[src/rtl/cruise_panel.sv]
// Driver cruise-control button panel: synchronizes and debounces buttons and pedals,
// then issues prioritized, gated single-cycle commands with accel/coast auto-repeat.
module cruise_panel #(
  parameter int DEB_CYCLES = 4,
  parameter int RPT_DELAY  = 16,
  parameter int RPT_RATE   = 4
) (
  input  logic clk,
  input  logic reset,
  input  logic btn_set,
  input  logic btn_accel,
  input  logic btn_coast,
  input  logic btn_cancel,
  input  logic btn_resume,
  input  logic pedal_brake,
  input  logic pedal_gas,
  input  logic cruisectrl,
  output logic set,
  output logic accel,
  output logic coast,
  output logic cancel,
  output logic resume,
  output logic brake,
  output logic throttle,
  output logic conflict
);

  localparam int N = 7;
  localparam logic [7:0] DEB_M1 = 8'(DEB_CYCLES - 1);
  localparam logic [7:0] RD_M1  = 8'(RPT_DELAY - 1);
  localparam logic [7:0] RR_M1  = 8'(RPT_RATE - 1);

  typedef enum logic [1:0] {IDLE, DELAY, REPEAT} rpt_t;

  logic [N-1:0] raw;
  logic [N-1:0] sync1_q, sync1_d, sync2_q, sync2_d;
  logic [N-1:0] deb_q, deb_d, prev_q, prev_d, rise;
  logic [7:0]   cnt_q [N];
  logic [7:0]   cnt_d [N];
  rpt_t         st_q [2];
  rpt_t         st_d [2];
  logic [7:0]   rcnt_q [2];
  logic [7:0]   rcnt_d [2];
  logic [1:0]   rpt_req;
  logic [4:0]   pulse_q, pulse_d;
  logic [2:0]   lvl_q, lvl_d;
  logic         brk, conf;
  logic         r_set, r_accel, r_coast, r_cancel, r_resume;

  function automatic logic [7:0] sat_inc(input logic [7:0] v);
    return (v == 8'hFF) ? v : v + 8'd1;
  endfunction

  // bit order: set, accel, coast, cancel, resume, brake, gas
  assign raw = {pedal_gas, pedal_brake, btn_resume, btn_cancel, btn_coast, btn_accel, btn_set};

  always_comb begin
    sync1_d = raw;
    sync2_d = sync1_q;
    prev_d  = deb_q;
    for (int i = 0; i < N; i++) begin
      deb_d[i] = deb_q[i];
      cnt_d[i] = '0;
      if (sync2_q[i] != deb_q[i]) begin
        if (cnt_q[i] >= DEB_M1) deb_d[i] = ~deb_q[i];
        else                    cnt_d[i] = cnt_q[i] + 8'd1;
      end
    end
  end

  assign rise = deb_q & ~prev_q;
  assign brk  = deb_q[5];
  assign conf = deb_q[1] & deb_q[2];

  // Repeat FSMs: k=0 accel, k=1 coast. Brake, conflict or release park them in IDLE,
  // so only a fresh debounced rising edge can restart repeating.
  always_comb begin
    for (int k = 0; k < 2; k++) begin
      st_d[k]    = st_q[k];
      rcnt_d[k]  = rcnt_q[k];
      rpt_req[k] = 1'b0;
      if (brk || conf || !deb_q[k+1]) begin
        st_d[k]   = IDLE;
        rcnt_d[k] = '0;
      end else begin
        case (st_q[k])
          IDLE: begin
            if (rise[k+1]) begin
              st_d[k]   = DELAY;
              rcnt_d[k] = '0;
            end
          end
          DELAY: begin
            if (rcnt_q[k] >= RD_M1) begin
              rpt_req[k] = 1'b1;
              st_d[k]    = REPEAT;
              rcnt_d[k]  = '0;
            end else begin
              rcnt_d[k] = sat_inc(rcnt_q[k]);
            end
          end
          REPEAT: begin
            if (rcnt_q[k] >= RR_M1) begin
              rpt_req[k] = 1'b1;
              rcnt_d[k]  = '0;
            end else begin
              rcnt_d[k] = sat_inc(rcnt_q[k]);
            end
          end
          default: begin
            st_d[k]   = IDLE;
            rcnt_d[k] = '0;
          end
        endcase
      end
    end
  end

  // Gating drops a request before arbitration; losers of the priority chain are dropped.
  always_comb begin
    r_cancel = rise[3] & ~brk;
    r_resume = rise[4] & ~brk & ~cruisectrl;
    r_set    = rise[0] & ~brk & ~cruisectrl;
    r_accel  = (rise[1] | rpt_req[0]) & ~brk & ~conf & cruisectrl;
    r_coast  = (rise[2] | rpt_req[1]) & ~brk & ~conf & cruisectrl;
    pulse_d  = '0;
    if      (r_cancel) pulse_d[3] = 1'b1;
    else if (r_resume) pulse_d[4] = 1'b1;
    else if (r_set)    pulse_d[0] = 1'b1;
    else if (r_accel)  pulse_d[1] = 1'b1;
    else if (r_coast)  pulse_d[2] = 1'b1;
    lvl_d = {conf, deb_q[6], deb_q[5]};
  end

  always_ff @(posedge clk or posedge reset) begin
    if (reset) begin
      sync1_q <= '0;
      sync2_q <= '0;
      deb_q   <= '0;
      prev_q  <= '0;
      pulse_q <= '0;
      lvl_q   <= '0;
      for (int i = 0; i < N; i++) cnt_q[i] <= '0;
      for (int k = 0; k < 2; k++) begin
        st_q[k]   <= IDLE;
        rcnt_q[k] <= '0;
      end
    end else begin
      sync1_q <= sync1_d;
      sync2_q <= sync2_d;
      deb_q   <= deb_d;
      prev_q  <= prev_d;
      pulse_q <= pulse_d;
      lvl_q   <= lvl_d;
      for (int i = 0; i < N; i++) cnt_q[i] <= cnt_d[i];
      for (int k = 0; k < 2; k++) begin
        st_q[k]   <= st_d[k];
        rcnt_q[k] <= rcnt_d[k];
      end
    end
  end

  assign set      = pulse_q[0];
  assign accel    = pulse_q[1];
  assign coast    = pulse_q[2];
  assign cancel   = pulse_q[3];
  assign resume   = pulse_q[4];
  assign brake    = lvl_q[0];
  assign throttle = lvl_q[1];
  assign conflict = lvl_q[2];

endmodule

[config.mk]
export PLATFORM = sky130hd
export DESIGN_NAME = cruise_panel
export DESIGN_NICKNAME = d
export VERILOG_FILES = /design/src/rtl/cruise_panel.sv
export SDC_FILE = /design/constraint.sdc
export NUM_CORES = 1
export LEC_CHECK = 0
export ABC_AREA = 1
export CAP_MARGIN = 20
export CORE_ASPECT_RATIO = 2
export CORE_MARGIN = 2
export CORE_UTILIZATION = 53
export CTS_CLUSTER_SIZE = 12
export DETAILED_ROUTE_END_ITERATION = 10
export GPL_ROUTABILITY_DRIVEN = 0
export PLACE_DENSITY = 0.72
export SYNTH_ARGS = -nofsm -noshare
export SYNTH_HDL_FRONTEND = slang
export SYNTH_SLANG_ARGS = --single-unit
[constraint.sdc]
create_clock -name clk -period 4.3 [get_ports clk]
set_clock_uncertainty 0.05 [all_clocks]
set_input_delay 1.29 -clock clk [delete_from_list [all_inputs] [get_ports clk]]
set_output_delay 1.29 -clock clk [all_outputs]
set_load 0.02 [all_outputs]
# After elaboration in Yosys (flattened, before gate mapping)
# Index checks and enable logic that the tools add are counted.
[totals] in_bits=10 reg_bits=110 wordCells=155 output_inout_bits=8
[op_classes] addsub=9 bitwise=25 n_reduce_logical=16 n_lt_le_gt_ge=11 mux=52 n_eq_ne=19
[ops] cell="two-way mux 8 bit" count=24
[ops] cell="adder 8 x 1 -> 8 bit, second input constant" count=9
[ops] cell="greater-or-equal comparator 8 x 2 -> 1 bit, second input constant" count=9
[ops] cell="case mux 8 bit (3 select lines)" count=2
[ops] cell="== test 8 bit, second input constant" count=2
[ops] cell="greater-or-equal comparator 8 x 4 -> 1 bit, second input constant" count=2
[ops] cell="two-way mux 2 bit" count=7
[ops] cell="AND reduction 2 bit" count=7
[ops] cell="two-way mux 1 bit" count=13
[ops] cell="AND 1 bit" count=12
[ops] cell="!= test 3 bit, second input constant" count=4
[ops] cell="case mux 2 bit (3 select lines)" count=2
[ops] cell="inverter 1 bit" count=9
[ops] cell="!= test 1 bit" count=7
[ops] cell="two-way mux 3 bit" count=2
[ops] cell="AND reduction 3 bit" count=2
[ops] cell="AND 5 bit" count=1
[ops] cell="inverter 5 bit" count=1
[ops] cell="== test 2 x 1 -> 1 bit, second input constant" count=2
[ops] cell="== test 2 bit, second input constant" count=2
[ops] cell="logical NOT 2 bit" count=2
[ops] cell="!= test 2 bit, second input constant" count=2
[ops] cell="case mux 1 bit (2 select lines)" count=2
[ops] cell="logical OR 1 bit" count=3
[ops] cell="other kinds (2)" count=4

# Longest topological paths before layout
# Gate-level depths: netlist of run 1.
[logic_depth] depth_word=13 depth_mapped=10 ltp_nobuf=10

# Worst setup path before layout of run 1
# No wires, ideal clock.
[synth_timing] path_type="reg2out" startpoint="register pulse_q[1]" endpoint="output port accel" arrival_time_ps=416 required_ps=2960 setup_slack_ps=2544 path_stages_with_launch=1 path_buffers=0 cell_sequence="dfrtp_1"
[synth_rtl] element="from (decl)" line="45" source="logic [4:0] pulse_q, pulse_d;"
[synth_rtl] element="from (signal assigned)" line="153" source="pulse_q <= pulse_d;"
[synth_rtl] element="to (decl)" line="19" source="output logic accel,"
# No word-level cell between the ends.

# Final worst setup path of run 1
[layout_timing] startpoint="register lvl_q[1]" endpoint="output port throttle"
[layout_rtl] element="from (decl)" line="46" source="logic [2:0] lvl_q, lvl_d;"
[layout_rtl] element="from (signal assigned)" line="154" source="lvl_q <= lvl_d;"
[layout_rtl] element="to (decl)" line="24" source="output logic throttle,"
# No word-level cell between the ends.

==> results of run 1 <==
-- power by group through the flow --
stage / Combinational, mW / Sequential, mW / Clock [mW]
floorplan: 0.0574 / 1.11 / 0
global route: 0.106 / 1.10 / 0.872
CTS: 0.0913 / 1.09 / 0.832
detailed placement: 0.0910 / 1.11 / 0
finish: 0.0902 / 1.09 / 0.810
global placement: 0.0888 / 1.11 / 0
-- layout by cell type, fill, tap and decap left out, types with 2 or more instances in the layout --
cell             Yosys  routed
a21oi_1              9       9
clkbuf_16            0       9
clkdlybuf4s50_1      0      17
clkinv_1             2       2
conb_1               1      42
dfrtp_1            110     110
ha_1                19      19
inv_1               38      37
inv_2                3       3
inv_6                0       2
nand2_1             61      61
nand2_2              5       5
nand3_1             12      12
nand4_1              3       3
nor2_1              57      57
nor2_2               5       5
nor3_1               6       6
nor3b_1              2       2
nor4_1               8       8
o21ai_0              7       7
or2_2                2       2
xnor2_1              2       2
xor2_1               7       7
-- metrics by stage --
| step | std cells | hold slack (ns) | utilization | total power [mW] | area [sq um] |
|---|---|---|---|---|---|
| global route | 537 | 0.307 | 0.645 | 2.07 | 4860 |
| detailed placement | 521 | 0.287 | 0.605 | 1.20 | 4570 |
| finish | 537 | 0.301 | 0.645 | 1.99 | 4860 |
| global placement | 521 | 0.283 | 0.605 | 1.20 | 4570 |
| floorplan | 409 | 0.281 | - | 1.17 | 4260 |
| CTS | 537 | 0.303 | 0.645 | 2.01 | 4860 |
-- state kept, by name, summed over array words and instances (netlist names) --
signal	cells
st_q	4
prev_q	5
sync2_q	7
lvl_q	3
sync1_q	7
cnt_q	56
rcnt_q	16
deb_q	7
pulse_q	5
-- kinds of logic after synthesis --
family / count (synthesis)
compound gates: 19
flops: 110
fa+ha+maj: 19
xor+xnor: 9
simple gates: 167
buf+inv: 43
other cells: 1
-- cell type report --
cell class / instances / area, sq um / share of cell area
multi-input cells: 256 / 1340 / 0.276
flip-flops and latches: 110 / 2750 / 0.566
well taps: 94 / 118 / 0.0242
repair buffers: 18 / 190 / 0.0391
clock buffers: 10 / 229 / 0.0471
inverters: 43 / 164 / 0.0337
clock inverters: 6 / 68.8 / 0.0141
-- worst max path at each step --
stage	end
after detailed placement	rcnt_q[15]$_DFFE_PP0P_
final	throttle
after global routing	set
after floorplan	cnt_q[0]$_DFF_PP0_
after CTS	set
after global placement	rcnt_q[14]$_DFFE_PP0P_
-- metal layers --
layer,share of wire,GRT usage,up-vias
met3,0.025,0.0455,11
met1,0.38,0.189,1177
li1,-,-,1250
met4,0.028,0.0900,0
met5,0,0,-
met2,0.57,0.296,31
==> results.sh, run 1 <==
export IMPL_fillers=643
export IMPL_synthAdderAreaFrac=0.0580
export IMPL_synth_warnings=0
export IMPL_drive_gt1_frac=0.0858
export IMPL_power_switching_mw=0.430
export IMPL_swShare=0.216
export IMPL_portBuffers=17
export IMPL_crit_start="lvl_q[1]$_DFF_PP0_"
export IMPL_intPower_mw=1.56
export IMPL_grt_pass1_vias=2555
export IMPL_clkPwrFrac=0.407
export IMPL_slew_viol_final=0
export IMPL_synthTopCellsByCount="dfrtp_1, nand2_1, nor2_1"
export IMPL_pwr_density_cell_mw_per_mm2=409
export IMPL_path_depth=1
export IMPL_criticalPathCategory="reg2out"
export IMPL_timing_final_crit_share=0.607
export IMPL_min_to="sync2_q[5]$_DFF_PP0_"
export IMPL_ys_types=29
export IMPL_grt_pass1_wl_mm=10.8
export IMPL_clockBufferDepth=2
export IMPL_worst_slew_pin_slew_ns=0.631
export IMPL_clock_latency_ns=0.34
export IMPL_routed_via_count=2469
export IMPL_first_pass_iters=4
export IMPL_cts_setup_buffers=0
export IMPL_synth_seq_cells=110
export IMPL_cts_root_buf="clkbuf_16"
export IMPL_initial_utilization=0.544
export IMPL_synth_xor_area_frac=0.0192
export IMPL_p_comb_frac=0.045
export IMPL_worst_path_max_fanout=1
export IMPL_place_ws_ns=1.73
export IMPL_fin_ws_ns=1.69
export IMPL_cp_slowest_cell="clkdlybuf4s50_1"
export IMPL_wire_per_inst_um=11.1
export IMPL_core_area_sq_mm=0.00754
export IMPL_pwr_share_seq=0.548
export IMPL_grt_overflow=0
export IMPL_finalWirelength_mm=5.94
export IMPL_synth_compound_area_share=0.0253
export IMPL_holdCritStartpoint="sync1_q[5]$_DFF_PP0_"
export IMPL_rsz0062_at_grt="false"
export IMPL_required_ns=2.96
export IMPL_fmaxAchievable_ghz=0.383
export IMPL_path_cells="clkdlybuf4s50_1"
export IMPL_cts_tree="built"
export IMPL_rows=45
export IMPL_areaGrowthSynthToFinish_pct=18.6
export IMPL_post_cts_resized=0
export IMPL_vdd_drop_max_v=0.000309
export IMPL_grt_total_usage=0.172
export IMPL_yosysSeqAreaShare=0.671
export IMPL_synth_simple_area_share=0.186
export IMPL_fin_setup_tns_ns=0
export IMPL_outcome="finished, final reports clean"
export IMPL_dpl_hpwl_mm=4.28
export IMPL_crit_family="buffers and inverters"
export IMPL_reg2reg_depth=7
export IMPL_r2r_slack_ns=2.73
export IMPL_hold_violations=0
export IMPL_ctsHoldBuffers=0
export IMPL_drc=0
export IMPL_vias_per_cell=4.60
export IMPL_crit_arrival_ns=1.27
export IMPL_n_antenna_cell=0
export IMPL_drtAntennaViolNets=0
export IMPL_grt_max_degree=58
export IMPL_async_flop_share=1.00
export IMPL_reg2reg_to="rcnt_q[2]$_DFFE_PP0P_"
export IMPL_clock_sink_count=110
export IMPL_dieWidth_um=66.2
export IMPL_ys_flop_type="dfrtp_1"
export IMPL_yosysTopAreaCellShare=0.671
export IMPL_antenna_found_initial=0
export IMPL_path_buf_inv=1
export IMPL_p_leak_nw=2.39
export IMPL_synth_area_mux_share=0
export IMPL_yosys_area_top_type="dfrtp_1"
export IMPL_io_pins=18
export IMPL_fin_nets=467
export IMPL_avgSynthCellArea_sq_um=11.1
export IMPL_yosys_top_cells_area="dfrtp_1, ha_1, nand2_1"
export IMPL_synth_top_family_by_area="simple AND/OR/NAND/NOR gates"
export IMPL_setup_viol=0
export IMPL_dieArea_sq_mm=0.00850
export IMPL_clkTransAtPathRegs_ns=0.07
export IMPL_die_h_um=128
export IMPL_crit_reg2reg_launch="rcnt_q[0]$_DFFE_PP0P_"
export IMPL_slowest_delay_ns=0.60
export IMPL_hp_class="reg2reg"
export IMPL_cts_max_level=3
export IMPL_worst_setup_path_end_kind="output pin"
export IMPL_maxCapViolations=0
export IMPL_synth_edff_count=0
export IMPL_synthMostInstantiatedCell="dfrtp_1"
export IMPL_hold_depth=0
export IMPL_min_period_ns=2.61
export IMPL_syn_inst=368
export IMPL_numCtsBuffers=9
export IMPL_maxSlewHeadroom=0.579
export IMPL_start_kind="flop"
export IMPL_drtIter0Drc=121
export IMPL_syn_area_sq_mm=0.00410
No activity file was read; power rests on OpenSTA's default activity.
==> inputs of run 2 (changes only) <==
CORE_UTILIZATION = 55   (was 53)
PLACE_DENSITY = 0.71   (was 0.72)
clock period = 2.5 ns   (was 4.3 ns; I/O delays follow)
==> run 2 against run 1 <==
  * Worst hold slack worse by 0.00078 ns
  * Via count down 0.73%
  * Highest routed layer unchanged
  * Largest cell class unchanged
  * Flip-flop and latch count unchanged
  * Largest power group unchanged
==> results.sh, run 2 (synthesized netlist as in run 1, its figures left out) <==
export IMPL_vias_per_cell=4.57
export IMPL_io_pins=18
export IMPL_antenna_found_initial=0
export IMPL_swShare=0.222
export IMPL_pwr_density_cell_mw_per_mm2=686
export IMPL_slowest_delay_ns=0.60
export IMPL_met2_wirelength_mm=3.21
export IMPL_slew_viol_final=0
export IMPL_core_area_sq_mm=0.00727
export IMPL_dpl_hpwl_mm=4.20
export IMPL_fin_nets=468
export IMPL_timing_final_crit_share=0.829
export IMPL_fin_ws_ns=0.426
export IMPL_met1Wirelength_mm=2.19
export IMPL_worst_slew_pin_slew_ns=0.509
export IMPL_place_ws_ns=0.747
export IMPL_grt_pass1_wl_mm=10.5
export IMPL_cp_slowest_cell="clkdlybuf4s50_1"
export IMPL_worst_setup_path_end_kind="output pin"
export IMPL_hp_class="reg2reg"
export IMPL_cts_tree="built"
export IMPL_path_buf_inv=1
export IMPL_vdd_drop_max_v=0.000743
export IMPL_clock_sink_count=110
export IMPL_crit_family="buffers and inverters"
export IMPL_fin_setup_tns_ns=0
export IMPL_top_layer_used="met4"
export IMPL_numCtsBuffers=9
export IMPL_p_leak_nw=2.38
export IMPL_outcome="finished, final reports clean"
export IMPL_largest_reg_flops=56
export IMPL_routed_via_count=2451
export IMPL_dieArea_sq_mm=0.00821
export IMPL_cts_max_level=3
export IMPL_finalWirelength_mm=5.70
export IMPL_grt_total_usage=0.170
export IMPL_clock_latency_ns=0.34
export IMPL_fillers=578
export IMPL_drtAntennaViolNets=0
export IMPL_power_switching_mw=0.738
export IMPL_grt_overflow=0
export IMPL_hold_slack_ns=0.301
export IMPL_largest_register="cnt_q"
export IMPL_cts_root_buf="clkbuf_16"
export IMPL_intPower_mw=2.59
export IMPL_fmaxAchievable_ghz=0.482
export IMPL_setup_viol=0
export IMPL_required_ns=1.70
export IMPL_clkTransAtPathRegs_ns=0.07
export IMPL_initial_utilization=0.564
export IMPL_clockBufferDepth=2
export IMPL_rows=44
export IMPL_worst_path_max_fanout=1
export IMPL_crit_arrival_ns=1.27
export IMPL_maxSlewHeadroom=0.657
export IMPL_wl_met3_um=146
export IMPL_cts_setup_buffers=0
export IMPL_ctsHoldBuffers=0
export IMPL_maxCapViolations=0
export IMPL_multi_input_area_sq_mm=0.00134
export IMPL_rsz0062_at_grt="false"
export IMPL_drtIter0Drc=105
export IMPL_grt_max_degree=92
export IMPL_hold_violations=0
export IMPL_n_antenna_cell=0
export IMPL_first_pass_iters=4
export IMPL_post_cts_resized=0
export IMPL_start_kind="flop"
export IMPL_clkPwrFrac=0.389
export IMPL_drive_gt1_frac=0.0856
export IMPL_pwr_share_seq=0.564
export IMPL_largestRegisters="cnt_q: 56 flops, rcnt_q: 16 flops"
export IMPL_path_cells="clkdlybuf4s50_1"
export IMPL_die_h_um=126
export IMPL_final_cell_mix="dfrtp_1, nand2_1, nor2_1"
export IMPL_portBuffers=17
export IMPL_wire_per_inst_um=10.6
export IMPL_dieWidth_um=65.1
export IMPL_p_comb_frac=0.047
export IMPL_grt_pass1_vias=2532
export IMPL_layout_commonest_cell="dfrtp_1"
export IMPL_seq_area_sq_mm=0.00275
export IMPL_min_period_ns=2.07
export IMPL_drc=0
export IMPL_criticalPathCategory="reg2out"
export IMPL_areaGrowthSynthToFinish_pct=18.2
## run 2: worst paths after layout
check / startpoint / to / slack, ns / cells past startpoint
setup / recovery: lvl_q[1]$_DFF_PP0_ / throttle / 0.43 / 1
hold / removal: sync1_q[5]$_DFF_PP0_ / sync2_q[5]$_DFF_PP0_ / 0.30 / 0
setup reg to reg: st_q[0]$_DFFE_PP0P_ / rcnt_q[3]$_DFFE_PP0P_ / 0.95 / 9
hold reg to reg: sync1_q[5]$_DFF_PP0_ / sync2_q[5]$_DFF_PP0_ / 0.30 / 0
max in group asynchronous: reset / rcnt_q[3]$_DFFE_PP0P_ / 1.19 / 3
min in group asynchronous: reset / cnt_q[17]$_DFF_PP0_ / 0.77 / 3
## run 2: area by class of cell
| class | count | share of cell area |
|---|---|---|
| inverter | 43 | 0.0341 |
| sequential | 110 | 0.568 |
| clock buffer | 11 | 0.0480 |
| clock inverter | 5 | 0.00903 |
| multi-input combinational | 256 | 0.277 |
| timing repair buffer | 19 | 0.0408 |
| tap | 92 | 0.0237 |
## run 2: per-stage QoR
step	utilization	std cells	total power [mW]	area, sq um
after detailed placement	0.629	520	2.07	4570
after floorplan	-	409	2.01	4260
after global routing	0.667	536	3.47	4850
after global placement	0.629	520	2.06	4570
after CTS	0.667	536	3.36	4850
final	0.667	536	3.33	4850
## run 2: power by group through the flow
stage / sequential [mW] / combinational (mW) / clock (mW)
floorplan: 1.91 / 0.0991 / 0
global placement: 1.91 / 0.153 / 0
detailed placement: 1.91 / 0.158 / 0
CTS: 1.88 / 0.159 / 1.33
global route: 1.88 / 0.184 / 1.40
finish: 1.88 / 0.156 / 1.30
## run 2: metal layers
| layer | vias to the layer above | track usage |
|---|---|---|
| li1 | 1247 | - |
| met1 | 1163 | 0.184 |
| met2 | 32 | 0.304 |
| met3 | 9 | 0.0402 |
| met4 | 0 | 0.0821 |
| met5 | - | 0 |
==> inputs of run 3 (changes only) <==
CORE_UTILIZATION = 53   (was 55)
PLACE_DENSITY = 0.72   (was 0.71)
clock period = 1.84 ns   (was 2.5 ns; I/O delays follow)
==> run 3 against run 2 <==
  * Power rose by 36%
  * Critical path depth did not move
  * Worst setup slack got worse by 0.20 ns
  * Worst hold slack got worse by 0.0020 ns
  * Die area rose by 3.6%
  * Register-to-register slack got worse by 0.67 ns
  * Final cell count rose by 1.1%
  * Non-clock buffer count rose by 4
  * Sequential power rose by 36%
  * Via count rose by 2.4%
  * Cell area rose by 0.44%
  * Critical endpoint unchanged
  * Largest cell class unchanged
  * Largest power group unchanged
  * Highest routed layer unchanged
==> results.sh, run 3 (synthesized netlist as in run 1, its figures left out) <==
export IMPL_grt_overflow=0
export IMPL_intPower_mw=3.51
export IMPL_timing_final_crit_share=0.879
export IMPL_antenna_found_initial=0
export IMPL_drtIter0Drc=71
export IMPL_numCtsBuffers=9
export IMPL_setup_viol=0
export IMPL_clkTransAtPathRegs_ns=0.07
export IMPL_grt_max_degree=47
export IMPL_cts_setup_buffers=0
export IMPL_clkPwrFrac=0.388
export IMPL_final_cell_mix="dfrtp_1, nand2_1, nor2_1"
export IMPL_p_comb_frac=0.048
export IMPL_hold_slack_ns=0.299
export IMPL_dpl_cell_area_sq_mm=0.00460
export IMPL_initial_utilization=0.544
export IMPL_outcome="finished, final reports clean"
export IMPL_die_h_um=128
export IMPL_hold_depth=0
export IMPL_grt_total_usage=0.166
export IMPL_largest_reg_flops=56
export IMPL_p_total_mw=4.52
export IMPL_maxCapViolations=0
export IMPL_fmaxAchievable_ghz=0.618
export IMPL_reg2reg_depth=10
export IMPL_dpl_hpwl_mm=4.28
export IMPL_largest_register="cnt_q"
export IMPL_fin_nets=472
export IMPL_n_antenna_cell=0
export IMPL_min_period_ns=1.62
export IMPL_ctsHoldBuffers=0
export IMPL_areaGrowthSynthToFinish_pct=18.7
export IMPL_slowest_delay_ns=0.36
export IMPL_swShare=0.223
export IMPL_crit_family="flip-flops"
export IMPL_required_ns=1.24
export IMPL_worst_path_max_fanout=1
export IMPL_fillers=631
export IMPL_layout_commonest_cell="dfrtp_1"
export IMPL_multi_input_area_sq_mm=0.00134
export IMPL_place_ws_ns=0.268
export IMPL_clockBufferDepth=2
export IMPL_rsz0062_at_grt="false"
export IMPL_power_switching_mw=1.01
export IMPL_path_buf_inv=1
export IMPL_wire_per_inst_um=10.6
export IMPL_largestRegisters="cnt_q: 56 flops, rcnt_q: 16 flops"
export IMPL_pwr_density_cell_mw_per_mm2=928
export IMPL_grt_pass1_vias=2624
export IMPL_vias_per_cell=4.63
export IMPL_criticalPathCategory="reg2out"
export IMPL_cts_max_level=3
export IMPL_crit_arrival_ns=1.02
export IMPL_grt_pass1_wl_mm=10.6
export IMPL_finalWirelength_mm=5.77
export IMPL_cts_tree="built"
export IMPL_first_pass_iters=4
export IMPL_hp_class="reg2reg"
export IMPL_dieArea_sq_mm=0.00850
export IMPL_portBuffers=17
export IMPL_seq_area_sq_mm=0.00275
export IMPL_p_leak_nw=2.42
export IMPL_worst_setup_path_end_kind="output pin"
export IMPL_cp_slowest_cell="dfrtp_1"
export IMPL_core_area_sq_mm=0.00754
export IMPL_slew_viol_final=0
export IMPL_pwr_share_seq=0.564
export IMPL_rows=45
export IMPL_hold_violations=0
export IMPL_drc=0
export IMPL_clock_latency_ns=0.34
export IMPL_start_kind="flop"
export IMPL_dieWidth_um=66.2
export IMPL_fin_ws_ns=0.222
export IMPL_cts_root_buf="clkbuf_16"
export IMPL_post_cts_resized=8
export IMPL_path_cells="dlygate4sd2_1"
export IMPL_drive_gt1_frac=0.0960
export IMPL_design_area_sq_mm=0.00487
export IMPL_routed_via_count=2509
export IMPL_vdd_drop_max_v=0.000784
export IMPL_clock_sink_count=110
export IMPL_io_pins=18
export IMPL_drtAntennaViolNets=0
export IMPL_path_depth=1
## run 3: per-stage QoR
step | TNS, ns | std cells | utilization
2_1_floorplan | -10.06 | 409 | -
6_report | 0 | 542 | 0.645
4_1_cts | 0 | 542 | 0.645
3_5_place_dp | 0 | 526 | 0.610
3_3_place_gp | 0 | 526 | 0.610
5_1_grt | 0 | 542 | 0.645
## run 3: cell type report
class	instances	area share
Clock buffer	10	0.0470
Multi-Input combinational cell	256	0.275
Inverter	43	0.0339
Sequential cell	110	0.565
Timing Repair Buffer	23	0.0447
Tap cell	94	0.0242
Clock inverter	6	0.00951
## run 3: power by group through the flow
stage	Combinational, mW	Clock (mW)	Sequential, mW
after floorplan	0.135	0	2.60
after global placement	0.215	0	2.59
after detailed placement	0.222	0	2.60
after CTS	0.220	1.81	2.55
after global routing	0.253	1.90	2.56
final	0.216	1.75	2.55
## run 3: per-layer routing
layer | global-route usage | vias to the layer above | share of wire
met5 | 0 | - | 0
met3 | 0.0385 | 23 | 0.028
met1 | 0.177 | 1191 | 0.38
met2 | 0.287 | 35 | 0.55
li1 | - | 1260 | -
met4 | 0.106 | 0 | 0.042
## run 3: worst paths after layout
path / endpoint / slack (ns) / from
worst max-delay path: throttle / 0.22 / lvl_q[1]$_DFF_PP0_
worst min-delay path: sync2_q[5]$_DFF_PP0_ / 0.30 / sync1_q[5]$_DFF_PP0_
worst max register to register: rcnt_q[9]$_DFFE_PP0P_ / 0.28 / rcnt_q[8]$_DFFE_PP0P_
worst min register to register: sync2_q[5]$_DFF_PP0_ / 0.30 / sync1_q[5]$_DFF_PP0_
max in group asynchronous: cnt_q[25]$_DFF_PP0_ / 0.76 / reset
min in group asynchronous: cnt_q[48]$_DFF_PP0_ / 0.46 / reset
## run 3: worst reg2reg max path, stage by stage, from the launching register on
cell and delay [ns]:
dfrtp_1 0.41, ha_1 0.24, inv_1 0.06, nand2_1 0.06, nor2_1 0.20, nand3_1 0.11, nand2_1 0.08, nand2_2 0.05
nand2_2 0.08, inv_2 0.07, nor2_1 0.09
